### src/rtl/bottle_pkg.sv
`default_nettype none
// ============================================================================
//  Module   : bottle_pkg
//  Purpose  : Shared state encoding and default setpoint constants for the
//             bottle-filling mode/counting controller.
//  Contents : state_e      - controller state, value = {EN_work, EN_set}
//             c_*          - default widths, setpoints and debounce window
//  Revision : 1.0  initial release
// ============================================================================
package bottle_pkg;

    // The encoding is visible on the outputs, so the values are fixed.
    typedef enum logic [1:0] {
        ST_IDLE  = 2'b00,
        ST_SETUP = 2'b01,
        ST_WORK  = 2'b10,
        ST_DONE  = 2'b11
    } state_e;

    localparam int c_CNT_W          = 8;
    localparam int c_DEF_PER_BOTTLE = 10;
    localparam int c_DEF_BOTTLES    = 5;
    localparam int c_MAX_SET        = 99;
    localparam int c_DB_CYCLES      = 16;

endpackage : bottle_pkg
`default_nettype wire

### src/rtl/key_edge.sv
`default_nettype none
// ============================================================================
//  Module   : key_edge
//  Purpose  : Optional debounce filter followed by a registered rising-edge
//             detector. Produces one single-cycle pulse per rising edge of
//             the (filtered) level; a held input gives exactly one pulse.
//  Params   : DEBOUNCE  - 1: level must be stable DB_CYCLES cycles before the
//                         filtered level follows it; 0: raw level is used
//             DB_CYCLES - debounce stability window in CLK cycles (>= 2)
//  Ports    : CLK      in  clock, posedge
//             RST      in  synchronous active-high reset
//             i_level  in  raw input level
//             o_pulse  out registered one-cycle rising-edge pulse
//  Revision : 1.0  initial release
// ============================================================================
module key_edge #(
    parameter bit DEBOUNCE  = 1'b0,
    parameter int DB_CYCLES = 16
) (
    input  logic CLK,
    input  logic RST,
    input  logic i_level,
    output logic o_pulse
);

    localparam int c_CW = $clog2(DB_CYCLES + 1);

    logic            r_filt;
    logic [c_CW-1:0] r_cnt;
    logic            r_prev;
    logic            r_pulse;
    logic            w_level;

    // Filter: counts consecutive cycles in which the raw level disagrees
    // with the filtered level; any agreement restarts the window. When the
    // filter is not selected the mux drops it and synthesis prunes it.
    always_ff @(posedge CLK) begin
        if (RST) begin
            r_filt <= 1'b0;
            r_cnt  <= '0;
        end else if (i_level == r_filt) begin
            r_cnt <= '0;
        end else if (r_cnt == c_CW'(DB_CYCLES - 1)) begin
            r_filt <= i_level;
            r_cnt  <= '0;
        end else begin
            r_cnt <= r_cnt + c_CW'(1);
        end
    end

    assign w_level = DEBOUNCE ? r_filt : i_level;

    // The pulse itself is registered so downstream logic sees a clean,
    // glitch-free single-cycle strobe.
    always_ff @(posedge CLK) begin
        if (RST) begin
            r_prev  <= 1'b0;
            r_pulse <= 1'b0;
        end else begin
            r_prev  <= w_level;
            r_pulse <= w_level & ~r_prev;
        end
    end

    assign o_pulse = r_pulse;

endmodule : key_edge
`default_nettype wire

### src/rtl/bottle_ctrl_fsm.sv
`default_nettype none
// ============================================================================
//  Module   : bottle_ctrl_fsm
//  Purpose  : Mode/counting controller for the bottle-filling machine. Turns
//             front-panel keys and the pill sensor into the state code
//             {EN_work,EN_set}, setpoint select SET and allFull, and keeps
//             setpoints and live pill/bottle counts.
//  Config   : KEY_DEBOUNCE_EN - when defined, key_* inputs are debounced
//             over DB_CYCLES cycles before edge detection (pill_in never is)
//  Ports    : CLK, RST                 clock / sync active-high reset
//             key_start/set/sel/inc    front-panel keys (levels)
//             pill_in                  pill sensor (one rising edge = 1 pill)
//             EN_work, EN_set          state code bits 1 / 0
//             SET                      0 = per_bottle, 1 = bottle_target
//             allFull                  bottle target reached
//             pill_cnt, bottle_cnt     live counts
//             per_bottle, bottle_target setpoints
//  Revision : 1.0  initial release
// ============================================================================
module bottle_ctrl_fsm
    import bottle_pkg::*;
#(
    parameter int CNT_W          = c_CNT_W,
    parameter int DEF_PER_BOTTLE = c_DEF_PER_BOTTLE,
    parameter int DEF_BOTTLES    = c_DEF_BOTTLES,
    parameter int MAX_SET        = c_MAX_SET,
    parameter int DB_CYCLES      = c_DB_CYCLES
) (
    input  logic             CLK,
    input  logic             RST,
    input  logic             key_start,
    input  logic             key_set,
    input  logic             key_sel,
    input  logic             key_inc,
    input  logic             pill_in,
    output logic             EN_work,
    output logic             EN_set,
    output logic             SET,
    output logic             allFull,
    output logic [CNT_W-1:0] pill_cnt,
    output logic [CNT_W-1:0] bottle_cnt,
    output logic [CNT_W-1:0] per_bottle,
    output logic [CNT_W-1:0] bottle_target
);

`ifdef KEY_DEBOUNCE_EN
    localparam bit c_KEY_DB = 1'b1;
`else
    localparam bit c_KEY_DB = 1'b0;
`endif

    logic w_start_p, w_set_p, w_sel_p, w_inc_p, w_pill_p;

    key_edge #(.DEBOUNCE(c_KEY_DB), .DB_CYCLES(DB_CYCLES)) u_key_start (
        .CLK(CLK), .RST(RST), .i_level(key_start), .o_pulse(w_start_p));
    key_edge #(.DEBOUNCE(c_KEY_DB), .DB_CYCLES(DB_CYCLES)) u_key_set (
        .CLK(CLK), .RST(RST), .i_level(key_set),   .o_pulse(w_set_p));
    key_edge #(.DEBOUNCE(c_KEY_DB), .DB_CYCLES(DB_CYCLES)) u_key_sel (
        .CLK(CLK), .RST(RST), .i_level(key_sel),   .o_pulse(w_sel_p));
    key_edge #(.DEBOUNCE(c_KEY_DB), .DB_CYCLES(DB_CYCLES)) u_key_inc (
        .CLK(CLK), .RST(RST), .i_level(key_inc),   .o_pulse(w_inc_p));
    // The pill sensor is a clean electrical signal; never filtered.
    key_edge #(.DEBOUNCE(1'b0),     .DB_CYCLES(DB_CYCLES)) u_pill (
        .CLK(CLK), .RST(RST), .i_level(pill_in),   .o_pulse(w_pill_p));

    state_e           r_state;
    logic             r_set;
    logic             r_all_full;
    logic [CNT_W-1:0] r_pill_cnt;
    logic [CNT_W-1:0] r_bottle_cnt;
    logic [CNT_W-1:0] r_per_bottle;
    logic [CNT_W-1:0] r_bottle_target;

    logic             w_last_pill;
    logic [CNT_W-1:0] w_bottle_inc;
    logic             w_target_hit;
    logic [CNT_W-1:0] w_per_next;
    logic [CNT_W-1:0] w_target_next;
    logic             w_can_start;

    // Setpoints are never 0, so per_bottle-1 cannot underflow.
    assign w_last_pill   = (r_pill_cnt == r_per_bottle - CNT_W'(1));
    assign w_bottle_inc  = r_bottle_cnt + CNT_W'(1);
    assign w_target_hit  = (w_bottle_inc == r_bottle_target);
    // Wrap MAX_SET -> 1 (the >= also recovers from any out-of-range value).
    assign w_per_next    = (r_per_bottle >= CNT_W'(MAX_SET)) ? CNT_W'(1)
                                                             : r_per_bottle + CNT_W'(1);
    assign w_target_next = (r_bottle_target >= CNT_W'(MAX_SET)) ? CNT_W'(1)
                                                                : r_bottle_target + CNT_W'(1);
    assign w_can_start   = (r_per_bottle != '0) && (r_bottle_target != '0);

    always_ff @(posedge CLK) begin
        if (RST) begin
            r_state         <= ST_IDLE;
            r_set           <= 1'b0;
            r_all_full      <= 1'b0;
            r_pill_cnt      <= '0;
            r_bottle_cnt    <= '0;
            r_per_bottle    <= CNT_W'(DEF_PER_BOTTLE);
            r_bottle_target <= CNT_W'(DEF_BOTTLES);
        end else begin
            case (r_state)
                ST_IDLE: begin
                    // set_p has priority over start_p.
                    if (w_set_p) begin
                        r_state      <= ST_SETUP;
                        r_pill_cnt   <= '0;
                        r_bottle_cnt <= '0;
                    end else if (w_start_p && w_can_start) begin
                        r_state <= ST_WORK;
                    end
                end

                ST_SETUP: begin
                    // inc uses the SET value from before a simultaneous sel.
                    if (w_inc_p) begin
                        if (!r_set) r_per_bottle    <= w_per_next;
                        else        r_bottle_target <= w_target_next;
                    end
                    if (w_sel_p) r_set   <= ~r_set;
                    if (w_set_p) r_state <= ST_IDLE;
                end

                ST_WORK: begin
                    // A pill arriving with start is counted first; reaching
                    // the target overrides the pause.
                    if (w_pill_p && w_last_pill) begin
                        r_pill_cnt   <= '0;
                        r_bottle_cnt <= w_bottle_inc;
                        if (w_target_hit) begin
                            r_state    <= ST_DONE;
                            r_all_full <= 1'b1;
                        end else if (w_start_p) begin
                            r_state <= ST_IDLE;
                        end
                    end else begin
                        if (w_pill_p)  r_pill_cnt <= r_pill_cnt + CNT_W'(1);
                        if (w_start_p) r_state    <= ST_IDLE;
                    end
                end

                ST_DONE: begin
                    if (w_start_p) begin
                        r_state      <= ST_IDLE;
                        r_all_full   <= 1'b0;
                        r_pill_cnt   <= '0;
                        r_bottle_cnt <= '0;
                    end
                end

                default: r_state <= ST_IDLE;
            endcase
        end
    end

    assign EN_work       = r_state[1];
    assign EN_set        = r_state[0];
    assign SET           = r_set;
    assign allFull       = r_all_full;
    assign pill_cnt      = r_pill_cnt;
    assign bottle_cnt    = r_bottle_cnt;
    assign per_bottle    = r_per_bottle;
    assign bottle_target = r_bottle_target;

endmodule : bottle_ctrl_fsm
`default_nettype wire
### config.mk
export PLATFORM = sky130hd
export DESIGN_NAME = bottle_ctrl_fsm
export DESIGN_NICKNAME = d
export VERILOG_FILES = /design/src/rtl/bottle_pkg.sv /design/src/rtl/key_edge.sv /design/src/rtl/bottle_ctrl_fsm.sv
export SDC_FILE = /design/constraint.sdc
export NUM_CORES = 1
export LEC_CHECK = 0
export ABC_AREA = 1
export ABC_CLOCK_PERIOD_IN_PS = 2500
export CAP_MARGIN = 20
export CORE_MARGIN = 2
export CORE_UTILIZATION = 50
export CTS_BUF_LIST = sky130_fd_sc_hd__clkbuf_4 sky130_fd_sc_hd__clkbuf_8 sky130_fd_sc_hd__clkbuf_16
export DETAILED_ROUTE_END_ITERATION = 10
export PLACE_DENSITY = 0.75
export SLEW_MARGIN = 20
export SYNTH_ARGS = -nofsm -noshare
export SYNTH_HDL_FRONTEND = slang
export SYNTH_SLANG_ARGS = --single-unit
### constraint.sdc
create_clock -name CLK -period 2.5 [get_ports CLK]
set_clock_uncertainty 0.2 [all_clocks]
set_input_delay 0.25 -clock CLK [delete_from_list [all_inputs] [get_ports CLK]]
set_output_delay 0.25 -clock CLK [all_outputs]
set_load 0.03 [all_outputs]
==> summary.txt, run 1 <==
Status
  • Status: completed

Timing
  • Slew Limit Headroom: 0.715
  • Slew @ Worst Pin: 0.427 ns
  • Min Tclk post-route: approximately 2.2 ns
  • Setup_tns: 0 ns
  • Final setup vio count: 0
  • RSZ-0062 raised after global routing: false
  • Final Max Tran Viols: 0
  • Final Hold Viols: 0
  • Final period util: 0.896
  • Hold slack: approximately 0.19 ns
  • FMAX: 446 MHz

Worst hold path
  • HP Start: u_pill.r_prev
  • WHS Endpoint: u_pill.o_pulse
  • Hold WC Path Type: flip-flop to flip-flop
  • Min-Delay Path Depth: 1

Global route
  • Number of global-route vias before repair: 2544
  • Gr usage total: 0.227
  • First-pass GRT wire length: roughly 11000 um
  • Total grt overflow: 0
  • Initial antenna violation count: 0
  • Largest net degree at the start of global routing: 18

Place
  • Post-detail-place hpwl: roughly 5000 um
  • Port Buf Inserts: between 40 and 50
  • GPL Wtd Cong: ~0.87

Clocking
  • Clock Latency Late Sink: ~0.30 ns
  • CTS Root Buffer Type: clkbuf_8
  • Clk sinks: 46
  • Worst-path clk slew: around 0.09 ns
  • H-tree levels: 2
  • Post CTS Setup Buffer Count: 0
  • TritonCTS clock tree: done
  • Num CTS Buffers: 5
  • Clk buf depth: 2

Logic synthesis
  • #FFs+latches synth: between 40 and 50
  • Mapped Area: around 2700 um2
  • Fraction of registers with async set/reset: 0
  • Synth Net Count: about 430
  • Post-Synth Simple-Gate Area: 0.401
  • Gate Count Post-Synth: 418
  • Synth Flop Type: dfxtp_1
  • Post-synthesis xor/xnor area fraction: 0.0423
  • Largest family of logic cells by synthesized area: simple AND/OR/NAND/NOR gates
  • Synth unique cells: 33
  • Sequential share of the synthesized area: 0.342
  • Post-synth EDFFs: 0
  • Compound-Gate Fraction of Synth Area: 0.0814
  • Mux cell area share after synthesis: 0
  • Adder-Cell Fraction of Synth Area: 0.0326
  • YS warnings: 0
  • Post-Synthesis Mean Instance Area: 6.44 um2

Power and ir drop
  • Leakage power: approximately 1.4 nW
  • Max VDD drop: between 0.3 and 0.4 mV
  • Pwr Density: 529 nW/um2

Worst setup path
  • CP most frequent cell: nand2_1
  • Critical-path cell list: inv_1, ha_1, inv_1, nand2_1, nand3_1, nand2_1, nor2_1, nand2_1, nor2_2, nand3_2, nand2_8, nand2_1, nand2_2, nor2_1
  • Arrival time worst endpoint: 2.23 ns
  • R2R Setup Slk: roughly 0.26 ns
  • Buffer and inverter count on the worst path: 2
  • CP top delay family: simple AND/OR/NAND/NOR gates
  • CP Max Fanout: 17
  • Worst r2r src: per_bottle[1]
  • Worst reg2reg path depth: 14
  • Kind of critical path: flip-flop to flip-flop
  • Crit start category: flip-flop
  • Crit-path slowest cell: dfxtp_2
  • Worst R2R End: pill_cnt[1]
  • Worst EP required: approximately 2.5 ns
  • Setup crit end kind: flip-flop
  • Slowest cell delay on critical path: 0.38 ns

Job
  • Number of max-capacitance violations reported: 0

Finish
  • Most common cell after layout, fill and taps aside: nand2_1
  • # nets final: around 480
  • Number of antenna diodes: 0
  • Fraction of layout cells with a size suffix above 1: 0.0773
  • Commonest non-fill, non-tap cells in the layout: 108 x nand2_1, 55 x inv_1, 50 x nor2_1
  • Area growth syn-to-layout: 23.3%
  • FILL cells: between 500 and 600

Detailed routing
  • Via/cell ratio: approximately 5
  • DR DRC count: 0
  • Drt first-iter violations: about 170
  • Wirelength per Cell: ~12 um
  • Final WL: approximately 6500 um
  • Antenna viol nets, final: 0
  • Vias: 2760
  • Initial DRT Pass Iterations: 5

Floorplan
  • Chip Width: between 70 and 80 um
  • Die height: between 70 and 80 um
  • Die Area: 5980 um2
  • Starting Density: 0.523
  • I/O pin total: 43
  • Core Area: 5140 um2
  • Rows: 26
-- cell families after synthesis --
kind of cell	after synthesis
AOI/OAI and AO/OA	40
xor gates and xnor gates	13
adders and majority gates	7
buffers and inverters	69
DFF	46
and+or+nand+nor	243
-- metrics by stage --
| stage | utilization | cell area (um2) | power, mW | setup WS [ns] | cells |
|---|---|---|---|---|---|
| floorplan | - | 2690 | 1.12 | 0.198 | 418 |
| global placement | 0.622 | 3200 | 1.25 | 0.306 | 528 |
| detailed placement | 0.622 | 3200 | 1.25 | 0.176 | 528 |
| CTS | 0.643 | 3300 | 1.76 | 0.149 | 536 |
| global route | 0.645 | 3320 | 1.86 | 0.00652 | 536 |
| finish | 0.645 | 3320 | 1.75 | 0.260 | 536 |
-- worst max path at each step --
| stage | from | endpoint | slack [ns] | depth (start not counted) |
|---|---|---|---|---|
| final | per_bottle[1] | pill_cnt[1] | 0.26 | 14 |
| after floorplan | per_bottle[0] | bottle_cnt[5] | 0.20 | 15 |
| after CTS | per_bottle[1] | pill_cnt[1] | 0.15 | 12 |
| after global placement | per_bottle[1] | pill_cnt[2] | 0.31 | 12 |
| after global routing | per_bottle[1] | pill_cnt[1] | 0.007 | 14 |
| after detailed placement | per_bottle[1] | pill_cnt[1] | 0.18 | 12 |
-- cells in the mapped netlist (2+ instances only) --
library cell,instances,area (um2)
a21oi_1,21,105
a31oi_1,4,25.0
clkbuf_1,3,11.3
dfxtp_1,46,921
ha_1,7,87.6
inv_1,55,206
inv_2,6,22.5
nand2_1,109,409
nand3_1,46,230
nand3b_1,2,15.0
nand4_1,6,37.5
nor2_1,50,188
nor2_2,8,50.1
nor3_1,12,60.1
nor3_2,4,40.0
nor3b_1,3,22.5
o21ai_0,9,45.0
xnor2_1,4,35.0
xor2_1,9,78.8
-- worst register-to-register path: stages, from the launching register on --
cell     delay, ns
dfxtp_2       0.38
inv_1         0.10
ha_1          0.26
inv_1         0.12
nand2_1       0.08
nand3_1       0.10
nand2_1       0.05
nor2_1        0.10
nand2_1       0.07
nor2_2        0.10
nand3_2       0.16
nand2_8       0.16
nand2_1       0.10
nand2_2       0.11
nor2_1        0.05
-- report_power, final --
part	internal (mW)	switching (mW)	total, mW
combinational	0.160	0.253	0.413
sequential	0.774	0.0549	0.829
clock	0.254	0.258	0.512
-- flip-flops by register name (all words and copies together), names as in the netlist, 2 cells and up --
register and flops:
bottle_cnt 8, per_bottle 8, r_state 2, pill_cnt 8, bottle_target 8
-- layer usage --
layer	vias up	track usage	share of wire
li1	1432	-	-
met1	1234	0.292	0.47
met2	82	0.395	0.47
met3	12	0.0360	0.049
met4	0	0.0589	0.013
met5	-	0	0
-- timing repair --
item | in CTS | in global routing
endpoints found under the setup margin | 0 | 5
gates resized for setup | 0 | 3
hold buffers | 0 | 0
-- cell type report --
cell class	count	area (um2)	area share
multi-input cells	303	1510	0.456
flip-flops and latches	46	922	0.278
repair buffers	47	458	0.138
inverters	62	233	0.0702
clock buffers	7	96.3	0.0290
well taps	70	87.6	0.0264
clock inverters	1	8.76	0.00264
No activity file was read; power rests on OpenSTA's default activity.
==> run 2, diff against run 1 <==
Settings changed: CTS_BUF_LIST sky130_fd_sc_hd__clkbuf_4 sky130_fd_sc_hd__clkbuf_8 sky130_fd_sc_hd__clkbuf_16 to sky130_fd_sc_hd__clkbuf_16.
==> summary.txt, run 2 (same netlist as run 1, synthesis figures left out) <==
Clocking
  • Clock Latency Late Sink: just under 0.3 ns
  • TritonCTS clock tree: done
  • H-tree levels: 2
  • CTS Root Buffer Type: clkbuf_16
  • Num CTS Buffers: 5
  • Clk buf depth: 2
  • Clk sinks: between 40 and 50
  • Post CTS Setup Buffer Count: 0
  • Worst-path clk slew: 0.06 ns

Finish
  • Area growth syn-to-layout: 24.7%
  • Core Util, Final: 0.652
  • Fraction of layout cells with a size suffix above 1: 0.0730
  • Most common cell after layout, fill and taps aside: nand2_1
  • Non-filler instance count after layout: 536
  • Number of antenna diodes: 0
  • # nets final: 479
  • FILL cells: 506
  • Layout Cell Area excl Fill: between 3000 and 4000 um2
  • Commonest non-fill, non-tap cells in the layout: 108 x nand2_1, 55 x inv_1, 50 x nor2_1

Worst setup path
  • CP top delay family: simple AND/OR/NAND/NOR gates
  • Worst EP required: around 2.5 ns
  • Critical-path cell list: inv_1, ha_1, xor2_1, nand3_1, nor2_1, nand2_1, nor2_2, nand3_2, nand2_8, nand2_1, nand2_2, nor2_1
  • Worst reg2reg path depth: 12
  • Worst path depth: 12
  • Setup crit end kind: flip-flop
  • Slowest cell delay on critical path: between 0.3 and 0.4 ns
  • Worst r2r src: per_bottle[1]
  • R2R Setup Slk: 0.20 ns
  • Kind of critical path: flip-flop to flip-flop
  • Crit start category: flip-flop
  • Worst R2R End: pill_cnt[1]
  • CP Max Fanout: 17
  • Arrival time worst endpoint: 2.27 ns
  • Crit-path slowest cell: dfxtp_2
  • Buffer and inverter count on the worst path: 1

Worst hold path
  • WHS Endpoint: u_pill.o_pulse
  • Hold WC Path Type: flip-flop to flip-flop
  • HP Start: u_pill.r_prev
  • Min-Delay Path Depth: 1

Global route
  • Largest net degree at the start of global routing: 18
  • Total grt overflow: 0
  • Gr usage total: 0.231
  • Initial antenna violation count: 0
  • Number of global-route vias before repair: around 2.6k
  • First-pass GRT wire length: roughly 11000 um

Floorplan
  • Chip Width: about 77 um
  • Rows: 26
  • I/O pin total: between 40 and 50
  • Die height: ~77 um
  • Die Area: approximately 6000 um2
  • Core Area: 5140 um2
  • Starting Density: 0.523

Timing
  • Final setup vio count: 0
  • Min Tclk post-route: about 2.3 ns
  • Slew Limit Headroom: 0.717
  • Slew @ Worst Pin: between 0.4 and 0.5 ns
  • RSZ-0062 raised after global routing: false
  • Final Max Tran Viols: 0
  • FMAX: roughly 440 MHz
  • Final period util: 0.919
  • Final Hold Viols: 0
  • Setup_tns: 0 ns

Detailed routing
  • Initial DRT Pass Iterations: 5
  • Antenna viol nets, final: 0
  • Via/cell ratio: 5.11
  • Drt first-iter violations: 202
  • Wirelength per Cell: between 10 and 15 um
  • Final WL: about 6600 um
  • DR DRC count: 0
  • Vias: around 2.7k

Status
  • Status: completed

Power and ir drop
  • Leakage power: around 1.4 nW
  • Max VDD drop: a little under 0.4 mV
  • Pwr Density: about 560 nW/um2

Place
  • Post-detail-place hpwl: around 5000 um
  • Port Buf Inserts: 42
  • Post-Place Cell Area: ~3200 um2
  • GPL Wtd Cong: between 0.8 and 0.9
  • DP Cell Count: approximately 530

Job
  • Number of max-capacitance violations reported: 0
[run 2: through the flow]
step           hold WS (ns)  power [mW]  worst slack (ns)
2_1_floorplan         0.174        1.12             0.198
3_5_place_dp          0.178        1.25             0.176
6_report              0.189        1.89             0.202
3_3_place_gp          0.178        1.25             0.306
4_1_cts               0.189        1.89            0.0896
5_1_grt               0.201        1.99            0.0509
[run 2: per-layer routing]
| metal | global-route usage | up-vias | wire length (um) |
|---|---|---|---|
| met5 | 0 | - | 0 |
| met4 | 0.0643 | 0 | 87 |
| met3 | 0.0384 | 10 | 329 |
| met2 | 0.396 | 74 | 3090 |
| met1 | 0.300 | 1228 | 3090 |
| li1 | - | 1429 | - |
[run 2: how the worst max path moves through the flow]
stage / start / endpoint / slack [ns]
finish: per_bottle[1] / pill_cnt[1] / 0.20
global route: per_bottle[1] / pill_cnt[1] / 0.05
CTS: per_bottle[1] / pill_cnt[1] / 0.09
floorplan: per_bottle[0] / bottle_cnt[5] / 0.20
detailed placement: per_bottle[1] / pill_cnt[1] / 0.18
global placement: per_bottle[1] / pill_cnt[2] / 0.31
[run 2: what timing repair did]
item                       in CTS  in global routing
hold buffers                    0                  0
setup endpoints to repair       0                  5
resized for setup               0                  3
[run 2: power breakdown]
part / total [mW] / internal (mW) / switching, mW
registers: 0.830 / 0.774 / 0.0557
clock network: 0.650 / 0.366 / 0.284
logic: 0.414 / 0.160 / 0.254
total: 1.89 / 1.30 / 0.594
[run 2: final cells by class]
class | count | area [um2] | area share
inverter | 62 | 233 | 0.0694
tap | 70 | 87.6 | 0.0261
timing repair buffer | 47 | 458 | 0.137
clock buffer | 5 | 125 | 0.0373
multi-input combinational | 303 | 1510 | 0.451
sequential | 46 | 922 | 0.275
clock inverter | 3 | 16.3 | 0.00485
[run 2: worst reg2reg max path, delay by kind of cell (launching register included)]
kind	cells	cell delay [ns]
and+or+nand+nor	9	0.94
adders and majority gates	1	0.35
DFF	1	0.37
buffers and inverters	1	0.10
xor gates and xnor gates	1	0.22
